$ cat config.mk
export PLATFORM = sky130hd
export DESIGN_NAME = branch_update_scheduler
export DESIGN_NICKNAME = d
export VERILOG_FILES = /design/src/rtl/branch_update_scheduler_pkg.sv /design/src/rtl/branch_queue_fifo.sv /design/src/rtl/branch_update_scheduler.sv
export SDC_FILE = /design/constraint.sdc
export NUM_CORES = 1
export LEC_CHECK = 0
export ABC_AREA = 1
export BUFFER_PORTS_ARGS = -buffer_cell sky130_fd_sc_hd__buf_2
export CAP_MARGIN = 40
export CORE_ASPECT_RATIO = 0.8
export CORE_MARGIN = 2
export CORE_UTILIZATION = 55
export DETAILED_ROUTE_END_ITERATION = 12
export HOLD_SLACK_MARGIN = 0.08
export PLACE_DENSITY = 0.86
export SLEW_MARGIN = 10
export SYNTH_ARGS = -nofsm -noshare
export SYNTH_HDL_FRONTEND = slang
export SYNTH_SLANG_ARGS = --single-unit
$ cat constraint.sdc
create_clock -name i_saat -period 2.2 [get_ports i_saat]
set_input_delay 0.66 -clock i_saat [delete_from_list [all_inputs] [get_ports i_saat]]
set_output_delay 0.66 -clock i_saat [all_outputs]
set_load 0.1 [all_outputs]
$ cat src/rtl/branch_update_scheduler_pkg.sv
// Shared definitions for the gshare update scheduler: default widths, queue entry
// layout and FSM state encoding.
package branch_update_scheduler_pkg;

    localparam int DERINLIK_VARSAYILAN   = 4;
    localparam int ADRES_BIT_VARSAYILAN  = 5;
    localparam int GECMIS_BIT_VARSAYILAN = 5;
    localparam int YON_BIT               = 1;

    typedef enum logic {
        IDLE   = 1'b0,
        UPDATE = 1'b1
    } durum_t;

    // Queue entry at the default widths; the top rebuilds it from its own parameters.
    typedef struct packed {
        logic [ADRES_BIT_VARSAYILAN-1:0]  adres;
        logic                             yon;
        logic [GECMIS_BIT_VARSAYILAN-1:0] gecmis;
    } kuyruk_girdi_t;

    function automatic int girdi_bit(input int adres_bit, input int gecmis_bit);
        return adres_bit + YON_BIT + gecmis_bit;
    endfunction

endpackage

$ cat src/rtl/branch_queue_fifo.sv
// Synchronous in-flight branch FIFO with push, pop and a whole-queue flush.
// The head entry is presented combinationally on o_bas.
module branch_queue_fifo #(
    parameter int DERINLIK = 4,
    parameter int VERI_BIT = 11
) (
    input  logic                              i_saat,
    input  logic                              i_reset,
    input  logic                              i_ekle,
    input  logic                              i_cikar,
    input  logic                              i_temizle,
    input  logic [VERI_BIT-1:0]               i_veri,
    output logic [VERI_BIT-1:0]               o_bas,
    output logic                              o_dolu,
    output logic                              o_bos,
    output logic [$clog2(DERINLIK+1)-1:0]     o_sayi
);

    localparam int PTR_BIT  = $clog2(DERINLIK);
    localparam int SAYI_BIT = $clog2(DERINLIK+1);

    logic [VERI_BIT-1:0] bellek [DERINLIK];
    logic [PTR_BIT-1:0]  yaz_ptr;
    logic [PTR_BIT-1:0]  oku_ptr;
    logic [SAYI_BIT-1:0] sayi;
    logic                yaz;
    logic                oku;

    assign yaz = i_ekle && !o_dolu;
    assign oku = i_cikar && !o_bos;

    // NOTE: the storage array has no reset; occupancy alone decides which entries are live.
    always_ff @(posedge i_saat) begin
        if (yaz && !i_temizle)
            bellek[yaz_ptr] <= i_veri;
    end

    always_ff @(posedge i_saat) begin
        if (i_reset || i_temizle) begin
            yaz_ptr <= '0;
            oku_ptr <= '0;
            sayi    <= '0;
        end else begin
            if (yaz)
                yaz_ptr <= yaz_ptr + PTR_BIT'(1);
            if (oku)
                oku_ptr <= oku_ptr + PTR_BIT'(1);
            sayi <= sayi + SAYI_BIT'(yaz) - SAYI_BIT'(oku);
        end
    end

    assign o_dolu = (sayi == SAYI_BIT'(DERINLIK));
    assign o_bos  = (sayi == '0);
    assign o_bas  = bellek[oku_ptr];
    assign o_sayi = sayi;

endmodule

$ cat src/rtl/branch_update_scheduler.sv
// Queues gshare predictions, matches in-order resolutions against the head and issues
// one counter update per branch, with misprediction flush and history restore.
module branch_update_scheduler
    import branch_update_scheduler_pkg::*;
#(
    parameter int DERINLIK   = DERINLIK_VARSAYILAN,
    parameter int ADRES_BIT  = ADRES_BIT_VARSAYILAN,
    parameter int GECMIS_BIT = GECMIS_BIT_VARSAYILAN
) (
    input  logic                          i_saat,
    input  logic                          i_reset,
    input  logic                          i_tahmin_gecerli,
    input  logic [ADRES_BIT-1:0]          i_tahmin_adres,
    input  logic                          i_tahmin_yon,
    input  logic [GECMIS_BIT-1:0]         i_tahmin_gecmis,
    output logic                          o_tahmin_hazir,
    input  logic                          i_cozum_gecerli,
    input  logic                          i_cozum_atladi,
    output logic                          o_cozum_hazir,
    output logic                          o_guncelle_gecerli,
    output logic [ADRES_BIT-1:0]          o_guncelle_adres,
    output logic                          o_guncelle_atladi,
    input  logic                          i_guncelle_hazir,
    output logic                          o_ongoru_yanlis,
    output logic                          o_gecmis_geri_yukle,
    output logic [GECMIS_BIT-1:0]         o_gecmis_deger,
    output logic [$clog2(DERINLIK+1)-1:0] o_dolu_sayisi
);

    localparam int GIRDI_BIT = girdi_bit(ADRES_BIT, GECMIS_BIT);

    typedef struct packed {
        logic [ADRES_BIT-1:0]  adres;
        logic                  yon;
        logic [GECMIS_BIT-1:0] gecmis;
    } girdi_t;

    durum_t                durum;
    girdi_t                yeni_girdi;
    girdi_t                bas;
    logic [GIRDI_BIT-1:0]  bas_ham;
    logic                  kuyruk_dolu;
    logic                  kuyruk_bos;
    logic                  cozum_kabul;
    logic                  yanlis;
    logic                  ekle;
    logic [GECMIS_BIT-1:0] gecmis_yeni;

    assign yeni_girdi = '{adres: i_tahmin_adres, yon: i_tahmin_yon, gecmis: i_tahmin_gecmis};
    assign bas        = girdi_t'(bas_ham);

    assign o_tahmin_hazir = !kuyruk_dolu;
    assign o_cozum_hazir  = (durum == IDLE) && !kuyruk_bos;
    assign cozum_kabul    = i_cozum_gecerli && o_cozum_hazir;
    assign yanlis         = cozum_kabul && (bas.yon != i_cozum_atladi);

    // A prediction pushed in the same cycle as a mispredict is wrong-path and is dropped.
    assign ekle = i_tahmin_gecerli && o_tahmin_hazir && !yanlis;

    // History as it should have been: the snapshot shifted by the real outcome.
    assign gecmis_yeni = (bas.gecmis << 1) | GECMIS_BIT'(i_cozum_atladi);

    branch_queue_fifo #(
        .DERINLIK (DERINLIK),
        .VERI_BIT (GIRDI_BIT)
    ) u_kuyruk (
        .i_saat    (i_saat),
        .i_reset   (i_reset),
        .i_ekle    (ekle),
        .i_cikar   (cozum_kabul),
        .i_temizle (yanlis),
        .i_veri    (yeni_girdi),
        .o_bas     (bas_ham),
        .o_dolu    (kuyruk_dolu),
        .o_bos     (kuyruk_bos),
        .o_sayi    (o_dolu_sayisi)
    );

    always_ff @(posedge i_saat) begin
        if (i_reset) begin
            durum               <= IDLE;
            o_guncelle_gecerli  <= 1'b0;
            o_guncelle_adres    <= '0;
            o_guncelle_atladi   <= 1'b0;
            o_ongoru_yanlis     <= 1'b0;
            o_gecmis_geri_yukle <= 1'b0;
            o_gecmis_deger      <= '0;
        end else begin
            o_ongoru_yanlis     <= 1'b0;
            o_gecmis_geri_yukle <= 1'b0;
            case (durum)
                IDLE: begin
                    if (cozum_kabul) begin
                        o_guncelle_gecerli <= 1'b1;
                        o_guncelle_adres   <= bas.adres;
                        o_guncelle_atladi  <= i_cozum_atladi;
                        durum              <= UPDATE;
                        if (yanlis) begin
                            o_ongoru_yanlis     <= 1'b1;
                            o_gecmis_geri_yukle <= 1'b1;
                            o_gecmis_deger      <= gecmis_yeni;
                        end
                    end
                end
                UPDATE: begin
                    // Request fields stay frozen until the table takes them.
                    if (i_guncelle_hazir) begin
                        o_guncelle_gecerli <= 1'b0;
                        durum              <= IDLE;
                    end
                end
                default: durum <= IDLE;
            endcase
        end
    end

endmodule

## After elaboration in Yosys (flattened, before gate mapping)

Memory sizes are Yosys's and may differ from the RTL's. A register that Yosys moved wholly into a read port is not among the register bits.
Index checks and enable logic that the tools add are counted.

- Bits in registers: 21
- Memory bits (writable): 44
- Logic and storage cells: 49
- Memories: 1

Memory list:

| name | depth | bits a word | read ports | clocked after memory_dff | write ports | RTL line | RTL |
|---|---|---|---|---|---|---|---|
| u_kuyruk.bellek | 4 | 11 | 1 | 1 | 1 | branch_queue_fifo.sv:22 | `logic [VERI_BIT-1:0] bellek [DERINLIK];` |

- $add $sub $neg: 4
- Equal/unequal tests: 4
- Muxes and demuxes: 11
- Bitwise operators: 3
- Reductions and logical operators: 17

Operator list:

| kind | number |
|---|---|
| logical AND 1 bit | 8 |
| two-way mux 1 bit | 7 |
| bitwise OR 5 x 1 -> 5 bit | 1 |
| adder 2 x 1 -> 2 bit, second input constant | 2 |
| two-way mux 2 bit | 2 |
| inequality test 2 bit, second input constant | 2 |
| case mux 1 bit (2 select lines) | 2 |
| AND reduction 2 bit | 2 |
| adder 3 x 1 -> 3 bit | 1 |
| equality test 3 bit, second input constant | 1 |
| zero test 1 bit | 3 |
| zero test 3 bit | 1 |
| AND reduction 3 bit | 1 |
| OR reduction 3 bit | 1 |
| subtractor 3 x 1 -> 3 bit | 1 |
| inverter 1 bit | 2 |
| logical OR 1 bit | 1 |
| inequality test 1 bit | 1 |

## Longest topological paths before layout

- Word-level depth: 11
- Gate-level depth with buffers: 13
- Mapped depth without buffers: 12

## Modules after synthesis

From an unflattened synthesis, not the netlist that was laid out.

- Cell total of the unflattened synthesis: 255
- Area total of the unflattened synthesis: 2743.9 µm²

Modules (own cells, without submodules):

| module | times used | cells each | area an instance (µm²) |
|---|---|---|---|
| branch_queue_fifo | 1 | 178 | 2159.6 |
| branch_update_scheduler | 1 | 77 | 584.3 |

## Worst setup path before layout

OpenSTA, ideal clock, no wires.

- Kind: reg2reg
- Start: register u_kuyruk.sayi[2], in the netlist u_kuyruk.o_sayi[2]
- End: register u_kuyruk.sayi[2], in the netlist u_kuyruk.o_sayi[2]
- Setup time: 0.116 ns
- Data arrival time: 3.323 ns
- Data required time: 2.084 ns
- Slack: -1.240 ns
- Stages on the path, launching flop included: 10
- Path buffers: 0
- Period minus slack after synthesis: 3.440 ns
- Path through: dfxtp_1 nand3_1 nand2_1 inv_1 nand2_2 inv_1 ha_1 fa_1 xnor2_1 nor2_1

RTL lines:

| item | RTL line | RTL |
|---|---|---|
| start, declared | branch_queue_fifo.sv:25 | `logic [SAYI_BIT-1:0] sayi;` |
| start signal, assigned | branch_queue_fifo.sv:48 | `sayi <= sayi + SAYI_BIT'(yaz) - SAYI_BIT'(oku);` |
| equality test 3 bit * | branch_queue_fifo.sv:52 | `assign o_dolu = (sayi == SAYI_BIT'(DERINLIK));` |
| zero test 1 bit * | branch_update_scheduler.sv:52 | `assign o_tahmin_hazir = !kuyruk_dolu;` |
| net o_tahmin_hazir | branch_update_scheduler.sv:16 | `output logic o_tahmin_hazir,` |
| logical AND 1 bit (2 in a row) | branch_update_scheduler.sv:58 | `assign ekle = i_tahmin_gecerli && o_tahmin_hazir && !yanlis;` |
| logical AND 1 bit * | branch_queue_fifo.sv:29 | `assign yaz = i_ekle && !o_dolu;` |
| adder 3 x 1 -> 3 bit * | branch_queue_fifo.sv:48 |  |
| subtractor 3 x 1 -> 3 bit * | branch_queue_fifo.sv:48 |  |

The timed path passes the listed nets; every way through them passes the cells marked *.
A chain may end at the register's enable or synchronous reset.

## Final worst setup path

- Start: register u_kuyruk.sayi[0], in the netlist u_kuyruk.o_sayi[0]
- End: output o_cozum_hazir

- Longest elaborated chain between the ends: 3

Ends and longest elaborated chain:

| item | RTL line | RTL |
|---|---|---|
| zero test 3 bit | branch_queue_fifo.sv:53 | `assign o_bos = (sayi == '0);` |
| zero test 1 bit | branch_update_scheduler.sv:53 | `assign o_cozum_hazir = (durum == IDLE) && !kuyruk_bos;` |
| logical AND 1 bit | branch_update_scheduler.sv:53 |  |
| end, declared | branch_update_scheduler.sv:19 | `output logic o_cozum_hazir,` |

No other way between the ends.

==> flow_metrics.env <==
export IMPL_drive_above_1_share_pct=28.2
export IMPL_dr_pass1_iters=4
export IMPL_slowest_delay_ns=0.41
export IMPL_vias=1716
export IMPL_skew_ns=0.0126
export IMPL_antenna_cells=0
export IMPL_drv_cap=0
export IMPL_hold_violations=0
export IMPL_period_needed_ns=2.03
export IMPL_grt_use_met1_pct=25.2
export IMPL_cts_resized=0
export IMPL_die_w_um=79.4
export IMPL_clock_path_buffers=2
export IMPL_coreArea_um2=4280
export IMPL_ys_types=24
export IMPL_power_density_nw_per_um2=1420
export IMPL_final_nets=299
export IMPL_start_kind="flop"
export IMPL_syn_area_um2=2500
export IMPL_cpMostUsedCell="inv_1"
export IMPL_antenna_found_initial=0
export IMPL_setup_viol=0
export IMPL_cpMaxStageDelayCell="buf_2"
export IMPL_hp_class="flop to flop"
export IMPL_critPathArrivalTime_ns=1.37
export IMPL_drtAntennaViolNets=0
export IMPL_wl_per_cell_um=14.2
export IMPL_grt_total_usage_pct=21.5
export IMPL_clk_latency_ns=0.35
export IMPL_crit_type="flop to primary output"
export IMPL_leakagePower_nw=1.28
export IMPL_pin_count=36
export IMPL_path_buf_inv=3
export IMPL_fin_setup_tns_ns=0
export IMPL_cts_hold_buf=0
export IMPL_post_place_ws_ns=0.0656
export IMPL_dieArea_um2=5100
export IMPL_area_growth_pct=21.5
export IMPL_clk_pin_slew_ns=0.07
export IMPL_wl_mm=4.79
export IMPL_first_global_vias=1636
export IMPL_grt_max_degree=15
export IMPL_seq_area_frac_synth_pct=66.5
export IMPL_clock_root_buffer="clkbuf_8"
export IMPL_gr_usage_met2_pct=35.6
export IMPL_gp_congestion=0.782
export IMPL_grt_pass1_wl_mm=7.69
export IMPL_syn_inst=225
export IMPL_postCtsSetupBuffers=0
export IMPL_busiest_layer="met2"
export IMPL_cts_sinks=63
export IMPL_yosys_register_bits=63
export IMPL_crit_fanout=3
export IMPL_ir_worst_vdd_uv=825
export IMPL_die_y_um=64.3
export IMPL_cts_max_level=3
export IMPL_avgSynthCellArea_um2=11.1
export IMPL_grt_overflow=0
export IMPL_end_kind="primary output"
export IMPL_start_util_pct=58.4
export IMPL_fin_crit_sh_pct=92.4
export IMPL_drt_iter0_markers=89
export IMPL_relSlewSlack_pct=67.6
export IMPL_use_met3_pct=9.18
export IMPL_dp_hpwl_mm=3.16
export IMPL_cpLargestDelayFamily="buffers and inverters"
export IMPL_ys_warn_count=0
export IMPL_crit_chain="inv_1, nand3b_1, nand2_1, inv_1, buf_2"
export IMPL_io_buffers=34
export IMPL_cts_tree="built"
export IMPL_report_final_slew_viol_count=0
export IMPL_rows=21
export IMPL_fmax_ghz=0.492
export IMPL_mostFrequentLayoutCells="nor2_1 (40), edfxtp_1 (40), buf_2 (34), o21ai_0 (25)"
export IMPL_status="completed"
export IMPL_synth_fp_nets=249
export IMPL_rsz0062_at_grt="false"
export IMPL_critPathRequiredTime_ns=1.54
export IMPL_tightest_slew_ns=0.486
export IMPL_numCtsBuffers=9
export IMPL_drc=0
export IMPL_vias_per_cell=5.09
export IMPL_worst_slack_ns=0.167
power by group:
group,total [W],internal (W),switching (W)
sequential,0.00156,0.00148,0.0000869
clock,0.00112,0.000650,0.000469
combinational,0.00164,0.000372,0.00126
total,0.00432,0.00250,0.00182
worst reg2reg max path: stages (launching register included):
cell,delay [ns]
dfxtp_1,0.36
inv_2,0.19
nand2_1,0.08
nand3_1,0.10
nand2_1,0.10
nand2_2,0.08
nand3_4,0.06
nand2_2,0.07
inv_1,0.04
ha_1,0.20
fa_1,0.37
xnor2_1,0.16
nor2_1,0.06
metrics by stage:
step           util, %  hold WS, ns  cells  total power (W)  instance area [um^2]
2_1_floorplan        -        0.437    225          0.00289                  2520
3_3_place_gp      65.6        0.453    321          0.00317                  2810
3_5_place_dp      65.6        0.454    321          0.00322                  2810
4_1_cts           70.9        0.465    337          0.00435                  3040
5_1_grt           70.9        0.478    337          0.00453                  3040
6_report          70.9        0.463    337          0.00432                  3040
synth_stat cells:
master    count  share of area (%)
inv_2         3               0.45
nand2_2       5                1.3
xnor2_1       2               0.70
o21ai_0      25                5.0
nand2_1      21                3.2
nor2_1       40                6.0
a21oi_1       4               0.80
xor2_1        1               0.35
o22ai_1       9                2.3
buf_4         3               0.90
edfxtp_1     40                 48
nand3_4       1               0.70
clkbuf_2      1               0.20
ha_1          6                3.0
fa_1          1               0.80
buf_6         1               0.45
buf_2         2               0.40
nor2_4        2               0.90
nand3b_1      1               0.30
clkbuf_1      1               0.15
nand3_1      11                2.2
inv_1        21                3.2
nand3_2       1               0.40
dfxtp_1      23                 18
kinds of logic after synthesis:
logic type | share of synthesized area (%)
DFF | 66.5
adders and majority gates | 3.80
and+or+nand+nor | 14.9
xor gates and xnor gates | 1.05
buffers and inverters | 5.71
AOI/OAI and AO/OA | 8.06
cell type report:
cell class	count	area, um^2
inverter	24	90.1
multi-input combinational	130	708
timing repair buffer	47	268
fill	303	1240
tap	57	71.3
clock inverter	7	104
sequential	63	1670
clock buffer	9	124
state kept, by name (all words and copies together), names as in the netlist, named ones only:
signal and count:
o_guncelle_atladi 1, o_guncelle_gecerli 1, u_kuyruk.bellek 40, o_gecmis_deger 5, u_kuyruk.o_sayi 3, o_guncelle_adres 5, u_kuyruk.yaz_ptr 2, u_kuyruk.oku_ptr 2
o_gecmis_geri_yukle 1, durum 1
path summary, 6_finish.rpt:
path | start | endpoint | slack (ns) | depth (start not counted)
worst max-delay path | u_kuyruk.o_sayi[0] | o_cozum_hazir | 0.17 | 5
worst max register to register | flop | u_kuyruk.o_sayi[2] | 0.22 | 12
worst min register to register | durum | durum | 0.46 | 2
worst min-delay path | durum | durum | 0.46 | 2
layer usage:
| layer | share of wire (%) | wire length [um] | up-vias |
|---|---|---|---|
| li1 | - | - | 859 |
| met1 | 42 | 2000 | 792 |
| met2 | 50 | 2390 | 58 |
| met3 | 7.3 | 350 | 7 |
| met4 | 1.1 | 53 | 0 |
| met5 | 0 | 0 | - |
(Power assumes the default switching activity.)
